<file path="src/rtl/rgb_channel_sequencer.sv">
// rgb_channel_sequencer
// Takes 24-bit RGB pixels over a valid/ready handshake, latches the three
// components and walks one-hot selects R -> G -> B so the downstream byte mux
// emits one byte per accepted byte_ready. Tracks pixel/line position and
// flags the last byte of a line (eol) and of a frame (eof).
module rgb_channel_sequencer #(
  parameter int PIXELS_PER_LINE = 640,
  parameter int LINES_PER_FRAME = 480,
  parameter int CNT_W           = 10
) (
  input  logic             clk,
  input  logic             rst_n,
  input  logic             pix_valid,
  output logic             pix_ready,
  input  logic [23:0]      pix_data,
  input  logic             frame_sync,
  output logic [7:0]       R,
  output logic [7:0]       G,
  output logic [7:0]       B,
  output logic             SelR,
  output logic             SelG,
  output logic             SelB,
  output logic             byte_valid,
  input  logic             byte_ready,
  output logic             eol,
  output logic             eof,
  output logic [CNT_W-1:0] pix_cnt,
  output logic [CNT_W-1:0] line_cnt
);

  localparam logic [CNT_W-1:0] LAST_PIX  = CNT_W'(PIXELS_PER_LINE - 1);
  localparam logic [CNT_W-1:0] LAST_LINE = CNT_W'(LINES_PER_FRAME - 1);

  typedef enum logic [1:0] {
    IDLE   = 2'd0,
    SEND_R = 2'd1,
    SEND_G = 2'd2,
    SEND_B = 2'd3
  } state_t;

  state_t state;
  state_t state_next;
  logic   accept;
  logic   complete;
  logic   sync_pending;

  // A new pixel can be taken when idle, or in the same cycle the blue byte
  // leaves, which is what gives back-to-back 3-cycle pixels.
  assign pix_ready = (state == IDLE) || ((state == SEND_B) && byte_ready);
  assign accept    = pix_valid && pix_ready;
  assign complete  = (state == SEND_B) && byte_ready;

  assign eol = (state == SEND_B) && (pix_cnt == LAST_PIX);
  assign eof = eol && (line_cnt == LAST_LINE);

  // Next-state decode: advance one colour per accepted byte, otherwise hold.
  always_comb begin
    state_next = state;
    case (state)
      IDLE:   if (accept) state_next = SEND_R;
      SEND_R: if (byte_ready) state_next = SEND_G;
      SEND_G: if (byte_ready) state_next = SEND_B;
      SEND_B: if (byte_ready) state_next = accept ? SEND_R : IDLE;
      default: state_next = IDLE;
    endcase
  end

  // State register with registered one-hot selects and byte_valid decoded
  // from the next state, so the outputs leave flops with no glitching.
  always_ff @(posedge clk or negedge rst_n) begin
    if (!rst_n) begin
      state      <= IDLE;
      SelR       <= 1'b0;
      SelG       <= 1'b0;
      SelB       <= 1'b0;
      byte_valid <= 1'b0;
    end else begin
      state      <= state_next;
      SelR       <= (state_next == SEND_R);
      SelG       <= (state_next == SEND_G);
      SelB       <= (state_next == SEND_B);
      byte_valid <= (state_next != IDLE);
    end
  end

  // Component latch: only an accepted pixel overwrites the held colour.
  always_ff @(posedge clk or negedge rst_n) begin
    if (!rst_n) begin
      R <= 8'h00;
      G <= 8'h00;
      B <= 8'h00;
    end else if (accept) begin
      R <= pix_data[23:16];
      G <= pix_data[15:8];
      B <= pix_data[7:0];
    end
  end

  // Position counters; a frame_sync seen mid-pixel is deferred until that
  // pixel completes so the in-flight pixel still counts in the old frame.
  always_ff @(posedge clk or negedge rst_n) begin
    if (!rst_n) begin
      pix_cnt      <= '0;
      line_cnt     <= '0;
      sync_pending <= 1'b0;
    end else if (complete) begin
      sync_pending <= 1'b0;
      if (sync_pending || frame_sync) begin
        pix_cnt  <= '0;
        line_cnt <= '0;
      end else if (pix_cnt == LAST_PIX) begin
        pix_cnt  <= '0;
        line_cnt <= (line_cnt == LAST_LINE) ? '0 : line_cnt + CNT_W'(1);
      end else begin
        pix_cnt <= pix_cnt + CNT_W'(1);
      end
    end else if (frame_sync) begin
      if (state == IDLE) begin
        pix_cnt      <= '0;
        line_cnt     <= '0;
        sync_pending <= 1'b0;
      end else begin
        sync_pending <= 1'b1;
      end
    end
  end

endmodule
</file>
<file path="config.mk">
export PLATFORM = sky130hd
export DESIGN_NAME = rgb_channel_sequencer
export DESIGN_NICKNAME = d
export VERILOG_FILES = /design/src/rtl/rgb_channel_sequencer.sv
export SDC_FILE = /design/constraint.sdc
export NUM_CORES = 1
export LEC_CHECK = 0
export ABC_AREA = 1
export BUFFER_PORTS_ARGS = -buffer_cell sky130_fd_sc_hd__buf_2
export CAP_MARGIN = 25
export CORE_MARGIN = 5
export CORE_UTILIZATION = 54
export DETAILED_ROUTE_END_ITERATION = 12
export GPL_TIMING_DRIVEN = 0
export PLACE_DENSITY_LB_ADDON = 0.15
export SLEW_MARGIN = 20
export SYNTH_ARGS = -nofsm -noshare
export SYNTH_HDL_FRONTEND = slang
export SYNTH_SLANG_ARGS = --single-unit
export TNS_END_PERCENT = 5
</file>
<file path="constraint.sdc">
create_clock -name clk -period 4.2 [get_ports clk]
set_clock_uncertainty 0.2 [all_clocks]
set_input_delay 0.21 -clock clk [delete_from_list [all_inputs] [get_ports clk]]
set_output_delay 0.21 -clock clk [all_outputs]
set_load 0.01 [all_outputs]
</file>
# Word-level counts from Yosys, hierarchy flattened
# Index checks and enable logic that the tools add are counted.
dict set report word_totals {
  regBits 51
  in_bits 29
  wordCells 52
}
dict set report classes {
  add_sub_neg 2
  eq_ne 9
  n_mux 18
  reduce_logical 12
}
# operator n
set ops {}
lappend ops {{10-bit two-way mux} 9}
lappend ops {{10-bit by 1-bit adder with 10-bit output, second input constant} 2}
lappend ops {{10-bit == test, second input constant} 1}
lappend ops {{10-bit by 9-bit == test with 1-bit output, second input constant} 1}
lappend ops {{2-bit == test, second input constant} 4}
lappend ops {{2-bit two-way mux} 4}
lappend ops {{2-bit one-hot mux with 4 select lines} 1}
lappend ops {{2-bit nonzero test} 3}
lappend ops {{2-bit by 1-bit == test with 1-bit output, second input constant} 2}
lappend ops {{1-bit logical AND} 4}
lappend ops {{1-bit two-way mux} 4}
lappend ops {{3-bit by 1-bit inequality test with 1-bit output, second input constant} 1}
lappend ops {{3-bit AND reduction} 1}
lappend ops {{2-bit logical NOT} 1}
lappend ops {{1-bit logical OR} 2}
lappend ops {{2-bit AND reduction} 1}

# Logic depth before layout (Yosys ltp)
dict set report depth {
  depth_word 8
  depth_mapped 9
  ltp_nobuf 9
}

# Worst setup path after synthesis
# Ideal clock, no wire load.
dict set report synth_path {
  kind {reg2out}
  from {register line_cnt[0]}
  to {output eof}
  t_arrival_ns 1.379
  setup_slack_ns 2.411
  path_stages_with_launch 6
  cell_sequence {dfrtp_1 -> ha_1 -> nand2_1 -> nor2_1 -> nand3_1 -> nor3_1}
}
dict set report synth_between {
  elab_chain_len 2
}
# item line_no
set synth_rtl {}
lappend synth_rtl {{from (decl)} 28} ;# output logic [CNT_W-1:0] line_cnt
lappend synth_rtl {{from (signal assigned)} 113} ;# line_cnt <= (line_cnt == LAST_LINE) ? '0 : line_cnt + CNT_W'(1);
lappend synth_rtl {{10-bit by 9-bit == test with 1-bit output} 54} ;# assign eof = eol && (line_cnt == LAST_LINE);
lappend synth_rtl {{1-bit logical AND} 54}
lappend synth_rtl {{to (decl)} 26} ;# output logic eof,
# No other way between the ends.

# Worst setup path after layout
# Same ends and word-level chain as after synthesis.

==> run summary <==
initial core utilization -> 55.0%
clock latency on the worst-skew pair -> 0.30 ns
Least-Margin Pin Slew -> 0.565 ns
critical path data arrival time -> 1.88 ns
routed wl met3 -> 358 um
area of placed instances -> 3060 sq um
vias per cell -> 4.97
final setup fails -> 0
LEAKAGE -> 1.87 nW
Main synth FF type -> dfrtp_1
I/O Pins -> 80
fin area -> 3440 sq um
WP data required -> 3.79 ns
CP Class -> flip-flop to output pin
first-pass GRT wire length -> 10.3 mm
vias -> 2,117
Synth top area share -> 49.4%
vias in the first global route -> 2,203
area grow syn2layout -> 33.3%
initial antenna violation count -> 0
clk root buf -> clkbuf_8
CTS Buf Count -> 5
Avg Inst Size Synth -> 10.0 sq um
Unique masters post-synth -> 34
switching share of power -> 34.0%
ANT cells -> 0
R2R setup slack -> 2.20 ns
total gr overflow -> 0
Core ar. -> 4690 sq um
layout cells sized above 1 -> 36.6%
Syn. warnings -> 0
DR WL met2 -> 2.96 mm
Final nets -> 402
internal power -> 1.25 mW
H-tree depth -> 2
Final ANT Viol Nets -> 0
fin crit share -> 54.5%
Slew Limit Headroom -> 62.3%
Die Ht -> 79.1 um
Reg-to-Reg Start -> pix_cnt[0]$_DFFE_PN0P_
DRC violation total after the first TritonRoute iteration -> 143
gpl congestion -> 0.845
startpoint types -> flip-flop
PnR Total Power -> 1.90 mW
Die Area -> 6260 sq um
Mapped Cells -> 258
uppermost layer routed -> met4
VDD IR max -> 351 uV
met1 wire length -> 2.58 mm
Crit Path Max Fanout -> 7
hold buffer count at CTS -> 26
CTS tree -> yes
Critical R2R Capture -> line_cnt[8]$_DFFE_PN0P_
post-CTS setup buffers -> 0
Comb pwr share -> 42.5%
RSZ-0062 raised after global routing -> no
setup TNS -> 0 ns
clock tree buffer depth -> 2
Synth Cell Area -> 2580 sq um
worst reg-to-reg path cell count -> 8
Yosys reg bits -> 51
clk sinks -> 51
Max Clock Freq -> 437 MHz
status -> completed
Die X -> 79.1 um
sequential area share after synthesis -> 49.4%
Final Hold Fails -> 0
Pwr Density -> 552 nW/um^2
DRC -> 0
dominant cell type by area after synthesis -> dfrtp_1
HP Class -> primary input to flip-flop
FFs w/ async S/R, synth -> 100%
fill count -> 355
fin crit period -> 2.29 ns
critical path capture point type -> output pin
EDFF count, synth -> 0
PostCTS Resize Cnt -> 0
Hold Crit Start -> frame_sync
post-DP HPWL -> 4.19 mm
MaxCap Viol Count -> 0
count of pins over their slew limit -> 0
Syn Nets -> 289
First-pass DRT Iterations -> 4
Port Buffers -> 79
sw power -> 647 uW
Clk network pwr share -> 18.6%
sequential group share of total power -> 38.9%
WL/cell -> 14.0 um
num rows -> 25
DRT Wirelength -> 5.97 mm
Worst Hold End -> sync_pending$_DFFE_PN0P_
largest cells by area after synthesis -> dfrtp_1 (49%), mux2_4 (12%), nand2_1 (7.6%)
pin count of the biggest net entering global routing -> 29
clock slew at reported path FFs -> 0.10 ns
GR Util All Layers -> 20.8%
worst hold path depth -> 3
cell families (layout without fill, tap and decap cells):
group	after synthesis	count (layout)	share of synthesized area [%]
adder cells (fa/ha/maj)	2	2	0.969
multiplexers	24	24	13.4
AO/OA/AOI/OAI	21	21	5.67
AND/OR/NAND/NOR	122	122	22.5
buffers and inverters	34	148	6.64
flip-flops	51	51	49.4
XOR/XNOR	4	4	1.36
cell usage in the layout (no fill, tap or decap), drive strengths merged:
cell	n
o21bai	2
xor2	4
inv	30
nor3b	1
o221ai	1
dfrtp	51
buf	84
a31oi	2
nand3b	1
o21ai	13
nand2	60
dlygate4sd3	26
or2	1
ha	2
a21oi	3
mux2	24
nor3	2
and2	1
clkinv	1
nand4	6
clkbuf	6
bufinv	1
nand3	20
nor2	30
flip-flops by register name, indices dropped and copies added, names as in the netlist:
signal and flops:
sync_pending 1, R 8, B 8, G 8, byte_valid 1, SelB 1, SelR 1, state 2
pix_cnt 10, SelG 1, line_cnt 10
worst max path at each step:
stage	from	end	slack, ns	depth (start not counted)
after floorplan	line_cnt[0]$_DFFE_PN0P_	eof	2.41	5
after global placement	pix_cnt[0]$_DFFE_PN0P_	line_cnt[8]$_DFFE_PN0P_	2.23	8
after detailed placement	line_cnt[0]$_DFFE_PN0P_	eof	2.21	6
after CTS	line_cnt[0]$_DFFE_PN0P_	eof	1.88	6
after global routing	line_cnt[0]$_DFFE_PN0P_	eof	1.69	6
final	line_cnt[0]$_DFFE_PN0P_	eof	1.91	6
power groups by stage:
stage          Combinational (mW)  Clock (mW)  Sequential [mW]
2_1_floorplan               0.473           0            0.807
3_3_place_gp                0.781           0            0.736
3_5_place_dp                0.801           0            0.741
4_1_cts                     0.819       0.361            0.738
5_1_grt                     0.884       0.378            0.757
6_report                    0.808       0.353            0.739
Yosys cell counts (2+ instances only):
cell type / count
nand3_1: 19
ha_1: 2
nand2_4: 4
inv_2: 4
o21bai_1: 2
dfrtp_1: 51
nor3_1: 2
a31oi_1: 2
buf_12: 2
inv_1: 26
o21ai_1: 3
xor2_1: 4
nand2_1: 52
nand4_1: 6
o21ai_0: 8
nor2_1: 28
nand2_2: 4
mux2_2: 4
mux2_4: 20
routing by layer:
layer  global-route usage [%]  up-vias
met5                        0        -
met4                     5.67        0
met3                     5.10        6
met2                     35.6       57
met1                     26.2      995
li1                         -     1059
cell type report:
type	count	area [sq um]	share of cell area, %
Sequential cell	51	1280	37.1
Multi-Input combinational cell	173	1130	32.9
Timing Repair Buffer	106	676	19.6
Inverter	30	113	3.27
Clock buffer	6	82.6	2.40
Tap cell	54	67.6	1.96
Buffer	4	58.8	1.71
Clock inverter	2	35.0	1.02
stage by stage:
step	setup WS [ns]	hold WS, ns	std cells	utilization, %
floorplan	2.41	-0.286	258	-
global placement	2.23	0.241	391	64.9
detailed placement	2.21	0.0374	392	65.3
CTS	1.88	0.00472	426	73.4
global route	1.69	0.0365	426	73.4
finish	1.91	0.00453	426	73.4
worst max-delay path, stage by stage, from the launching register on:
cell and delay (ns):
dfrtp_1 0.42, ha_1 0.20, nand2_1 0.08, nor2_1 0.19, nand3_1 0.30, nor3_1 0.24, buf_2 0.16
No activity file was read; power rests on OpenSTA's default activity.
